===== src/rtl/alu_arbiter.sv =====
// Two-requester round-robin front end for a shared set of registered ALU units.
// One operation in flight: accept, issue one enable pulse, capture the result, hold it until consumed.
module alu_arbiter #(
  parameter int DATA_WIDTH = 16
) (
  input  logic                  clk,
  input  logic                  rst,
  input  logic                  req0_valid,
  output logic                  req0_ready,
  input  logic [DATA_WIDTH-1:0] req0_a,
  input  logic [DATA_WIDTH-1:0] req0_b,
  input  logic [3:0]            req0_fun,
  input  logic                  req1_valid,
  output logic                  req1_ready,
  input  logic [DATA_WIDTH-1:0] req1_a,
  input  logic [DATA_WIDTH-1:0] req1_b,
  input  logic [3:0]            req1_fun,
  output logic [DATA_WIDTH-1:0] alu_a,
  output logic [DATA_WIDTH-1:0] alu_b,
  output logic [1:0]            alu_fun,
  output logic                  arith_enable,
  output logic                  logic_enable,
  output logic                  cmp_enable,
  output logic                  shift_enable,
  input  logic [DATA_WIDTH-1:0] alu_out,
  input  logic                  alu_flag,
  output logic                  rsp_valid,
  input  logic                  rsp_ready,
  output logic                  rsp_id,
  output logic [DATA_WIDTH-1:0] rsp_data,
  output logic                  rsp_flag,
  output logic                  busy,
  output logic [15:0]           op_count
);

  typedef enum logic [1:0] {
    IDLE    = 2'd0,
    ISSUE   = 2'd1,
    CAPTURE = 2'd2,
    RESP    = 2'd3
  } state_e;

  state_e                state_q, state_d;
  logic [DATA_WIDTH-1:0] a_q, a_d;
  logic [DATA_WIDTH-1:0] b_q, b_d;
  logic [3:0]            fun_q, fun_d;
  logic                  id_q, id_d;
  logic                  last_q, last_d;
  logic [DATA_WIDTH-1:0] rsp_data_q, rsp_data_d;
  logic                  rsp_flag_q, rsp_flag_d;
  logic [15:0]           op_count_q, op_count_d;

  logic any_valid;
  logic grant_id;

  assign any_valid = req0_valid | req1_valid;
  // On a tie the requester that did not win last time gets the grant.
  assign grant_id  = (req0_valid && req1_valid) ? ~last_q : req1_valid;

  always_comb begin
    // NOTE: every signal written here gets a default first, so no path can infer a latch.
    state_d      = state_q;
    a_d          = a_q;
    b_d          = b_q;
    fun_d        = fun_q;
    id_d         = id_q;
    last_d       = last_q;
    rsp_data_d   = rsp_data_q;
    rsp_flag_d   = rsp_flag_q;
    op_count_d   = op_count_q;
    req0_ready   = 1'b0;
    req1_ready   = 1'b0;
    arith_enable = 1'b0;
    logic_enable = 1'b0;
    cmp_enable   = 1'b0;
    shift_enable = 1'b0;

    unique case (state_q)
      IDLE: begin
        // A reset in this cycle wins, so no acceptance is signalled alongside it.
        if (any_valid && !rst) begin
          req0_ready = ~grant_id;
          req1_ready = grant_id;
          a_d        = grant_id ? req1_a   : req0_a;
          b_d        = grant_id ? req1_b   : req0_b;
          fun_d      = grant_id ? req1_fun : req0_fun;
          id_d       = grant_id;
          last_d     = grant_id;
          state_d    = ISSUE;
        end
      end
      ISSUE: begin
        case (fun_q[3:2])
          2'b00: arith_enable = 1'b1;
          2'b01: logic_enable = 1'b1;
          2'b10: cmp_enable   = 1'b1;
          2'b11: shift_enable = 1'b1;
        endcase
        state_d = CAPTURE;
      end
      CAPTURE: begin
        rsp_data_d = alu_out;
        rsp_flag_d = alu_flag;
        state_d    = RESP;
      end
      RESP: begin
        if (rsp_ready) begin
          op_count_d = op_count_q + 16'd1;
          state_d    = IDLE;
        end
      end
    endcase
  end

  always_ff @(posedge clk) begin
    if (rst) begin
      state_q    <= IDLE;
      a_q        <= '0;
      b_q        <= '0;
      fun_q      <= '0;
      id_q       <= 1'b0;
      last_q     <= 1'b1;
      rsp_data_q <= '0;
      rsp_flag_q <= 1'b0;
      op_count_q <= '0;
    end else begin
      // NOTE: sequential state uses non-blocking assignment so all flops update from pre-edge values.
      state_q    <= state_d;
      a_q        <= a_d;
      b_q        <= b_d;
      fun_q      <= fun_d;
      id_q       <= id_d;
      last_q     <= last_d;
      rsp_data_q <= rsp_data_d;
      rsp_flag_q <= rsp_flag_d;
      op_count_q <= op_count_d;
    end
  end

  assign alu_a     = a_q;
  assign alu_b     = b_q;
  assign alu_fun   = fun_q[1:0];
  assign rsp_valid = (state_q == RESP);
  assign rsp_id    = id_q;
  assign rsp_data  = rsp_data_q;
  assign rsp_flag  = rsp_flag_q;
  assign busy      = (state_q != IDLE);
  assign op_count  = op_count_q;

endmodule

===== config.mk =====
export PLATFORM = sky130hd
export DESIGN_NAME = alu_arbiter
export DESIGN_NICKNAME = d
export VERILOG_FILES = /design/src/rtl/alu_arbiter.sv
export SDC_FILE = /design/constraint.sdc
export NUM_CORES = 1
export LEC_CHECK = 0
export BUFFER_PORTS_ARGS = -buffer_cell sky130_fd_sc_hd__buf_2
export CORE_ASPECT_RATIO = 1.5
export CORE_MARGIN = 2
export CORE_UTILIZATION = 45
export CTS_CLUSTER_DIAMETER = 120
export DETAILED_ROUTE_END_ITERATION = 12
export GPL_TIMING_DRIVEN = 1
export HOLD_SLACK_MARGIN = 0.03
export PLACE_DENSITY_LB_ADDON = 0.08
export SYNTH_ARGS = -nofsm -noshare
export SYNTH_HDL_FRONTEND = slang
export SYNTH_SLANG_ARGS = --single-unit

===== constraint.sdc =====
create_clock -name clk -period 1.9 [get_ports clk]
set_input_delay 0.19 -clock clk [delete_from_list [all_inputs] [get_ports clk]]
set_output_delay 0.19 -clock clk [all_outputs]
set_load 0.1 [all_outputs]

==> impl_results.md <==
- Placed cell area: 0.00416 mm^2
- Root Driver: clkbuf_8
- GR Util met2: 0.325
- Synth-to-Final Area Change: 36.2%
- Count of different cell masters after synthesis: 34
- Met3 Use GR: 0.0524
- Worst-Skew Late Latency: 340 ps
- Design Power: 6.81 mW
- R2R depth: 5
- Clock network power share: 0.184
- Tot GR Track Use: 0.187
- WP data required: 1710 ps
- P_sw: 3.58 mW
- Hold Path Depth: 3
- DIE AREA: 0.00783 mm^2
- Max IR drop VDD: just under 0.001 V
- CP Launch Type: flip-flop
- Final instance count without filler cells: around 580
- Mapped Nets: ~430
- Site Rows: 37
- Flop pwr share: 0.293
- Pin count of the biggest net entering global routing: 76
- Worst slew pin tran: ~740 ps
- Reg2reg start: state_q[0]
- Final ANT Viol Nets: 0
- Vias in the first global route: 2,542
- Share of cells above drive strength 1: 0.432
- Post-synth EDFFs: 0
- Iter 0 DRT Violations: between 100 and 150
- Ys Warns: 0
- Top-level I/O count: 170
- Asr flop ratio synth: 0
- Fin Hold WS: 82.8 ps
- Global routing's busiest layer: met2
- Reg2reg end: op_count[13]
- Clk sinks: 73
- Final Hold Fails: 0
- Wire per inst: about 13 um
- Internal reg-to-reg setup slack: 320 ps
- Synthesized area per cell: ~9.6 um^2
- Num CTS Buffers: 9
- Syn Std Cell Area: 0.00320 mm^2
- Hold-fix buffers, CTS: 0
- Worst hold path type: in -> reg
- Worst hold endpoint: rsp_data[13]
- Switching portion of total power: 0.525
- DIE WIDTH: ~73 um
- Pre-Repair DR Iteration Count: 4
- DP Cell Count: 560
- Global-route met1 utilization: 0.206
- Predominant post-synthesis flop cell: dfxtp_1
- Period utilisation layout: 0.953
- Final setup viols: 0
- Pwr dens: roughly 1600 mW/mm^2
- Port buffer count: approximately 170
- PostCTS Resize Cnt: 0
- Hold wc startpoint: alu_out[13]
- Clk_skew: ~6.3 ps
- Worst Path Max Fanout: 4
- H-tree Lvls: 3
- Remaining global-route overflow: 0
- Critical path class: reg -> out
- Vias: ~2,900
- Final Util: 0.633
- Gpl congestion: about 0.82
- Setup bufs post-CTS: 0
- Post-route cell area: 0.00437 mm^2
- Max Cap Violations: 0
- Internal: 3.23 mW
- Final net count: 593
- Leakage power: 2.03 nW
- Die height: between 100 and 150 um
- Number of remaining DRC errors: 0
- Antenna violations before repair: 0
- Via density: 4.99
- Core box area: 0.00690 mm^2
- Final min period: roughly 1800 ps
- Mapped Cells: 334
- Outcome: complete, no violations
- Slew HR: 0.506
- Clock buffer depth: 2
- Clock Pin Slew Worst Setup and Hold Paths: 70 ps
- Dpl hpwl: 5430 um
- Antenna fix cells: 0
- RSZ-0062 raised after global routing: false
- Drt total wl: 7320 um
- First-pass GRT wire length: 11,400 um
- CP arrival: between 1500 and 2000 ps
- Max Slew Vio Count: 0
- Share of total power in combinational logic: 0.523
- Max Clock Freq: 552 MHz
- TritonCTS clock tree: yes
- Starting Density: 0.465
- Setup crit end kind: output port
- Sequential share of the synthesized area: 0.456
- #FFs+latches synth: 73
## stage by stage
stage	setup slack (ps)	setup TNS (ps)
after global placement	381	0
after detailed placement	343	0
after global routing	20.4	0
final	88.7	0
after CTS	63.4	0
after floorplan	-200	-455
## sequential cells by signal, summed over array words and instances, names as in the netlist
signal and flops:
alu_b 16, fun_q 4, state_q 2, op_count 16, last_q 1, alu_a 16, rsp_flag 1, rsp_id 1
rsp_data 16
## metal layers
layer	wire, um	vias to the layer above
li1	-	1489
met1	2980	1275
met2	3770	102
met3	441	9
met4	127	0
met5	0	-
## worst max-delay path: stages, from the launching register on
cell and delay [ps]:
dfxtp_2 340, inv_2 90, ha_1 210, nor3b_2 190
buf_2 450
## worst max path at each step
stage	depth (start not counted)	from	endpoint
after global placement	5	state_q[0]	op_count[13]
after floorplan	5	state_q[1]	req0_ready
after detailed placement	5	state_q[1]	op_count[13]
after global routing	4	state_q[1]	arith_enable
after CTS	4	state_q[1]	arith_enable
final	4	state_q[1]	arith_enable
## power by group through the flow
stage                     sequential (mW)  combinational, mW  clock, mW
after CTS                            2.00               3.59       1.29
after global placement               2.02               3.56          0
final                                1.99               3.56       1.25
after global routing                 2.04               3.73       1.35
after floorplan                      3.91               1.14          0
after detailed placement             2.03               3.59          0
## cells in the mapped netlist (2+ instances only)
| master | instances | area (um^2) |
|---|---|---|
| nor2_1 | 69 | 259 |
| o21ai_0 | 4 | 20.0 |
| buf_6 | 3 | 33.8 |
| nand4_1 | 5 | 31.3 |
| clkbuf_1 | 11 | 41.3 |
| a21oi_1 | 6 | 30.0 |
| buf_2 | 7 | 35.0 |
| a211oi_1 | 37 | 278 |
| xor2_1 | 7 | 61.3 |
| and4_1 | 3 | 26.3 |
| or2_2 | 2 | 12.5 |
| mux2i_1 | 54 | 541 |
| xnor2_1 | 3 | 26.3 |
| ha_1 | 6 | 75.1 |
| or3_1 | 3 | 18.8 |
| buf_4 | 4 | 30.0 |
| dfxtp_1 | 73 | 1460 |
| and3_1 | 3 | 18.8 |
| nor2b_1 | 2 | 12.5 |
| inv_1 | 4 | 15.0 |
| o21bai_1 | 2 | 15.0 |
| nand3_1 | 7 | 35.0 |
| nand2_1 | 8 | 30.0 |
## layout by cell type, fill, tap and decap left out, types with 3 or more instances in the layout
master,count
clkbuf_8,12
nand4_1,5
a211oi_1,37
nand2_1,7
nand3_1,7
and4_1,3
buf_2,167
ha_1,4
dfxtp_1,61
buf_12,4
dfxtp_2,12
o21ai_0,4
a21oi_1,6
or3_1,3
xor2_1,7
mux2i_1,54
xnor2_1,3
nor2_1,67
and3_1,3
## area by class of cell
class | count | area, um^2
fill | 610 | 2530
multi-input combinational | 232 | 1630
sequential | 73 | 1480
timing repair buffer | 173 | 931
clock buffer | 14 | 173
tap | 78 | 97.6
clock inverter | 2 | 35.0
inverter | 4 | 22.5
## cells by family (layout without fill, tap and decap cells)
family	Yosys count	in the layout	share of synthesized area
flops	73	73	0.456
mux	54	54	0.169
compound gates	52	52	0.116
buf+inv	29	193	0.0484
xor+xnor	10	10	0.0273
fa+ha+maj	6	6	0.0234
simple gates	110	110	0.160
Power figures use the tool's default switching activity.
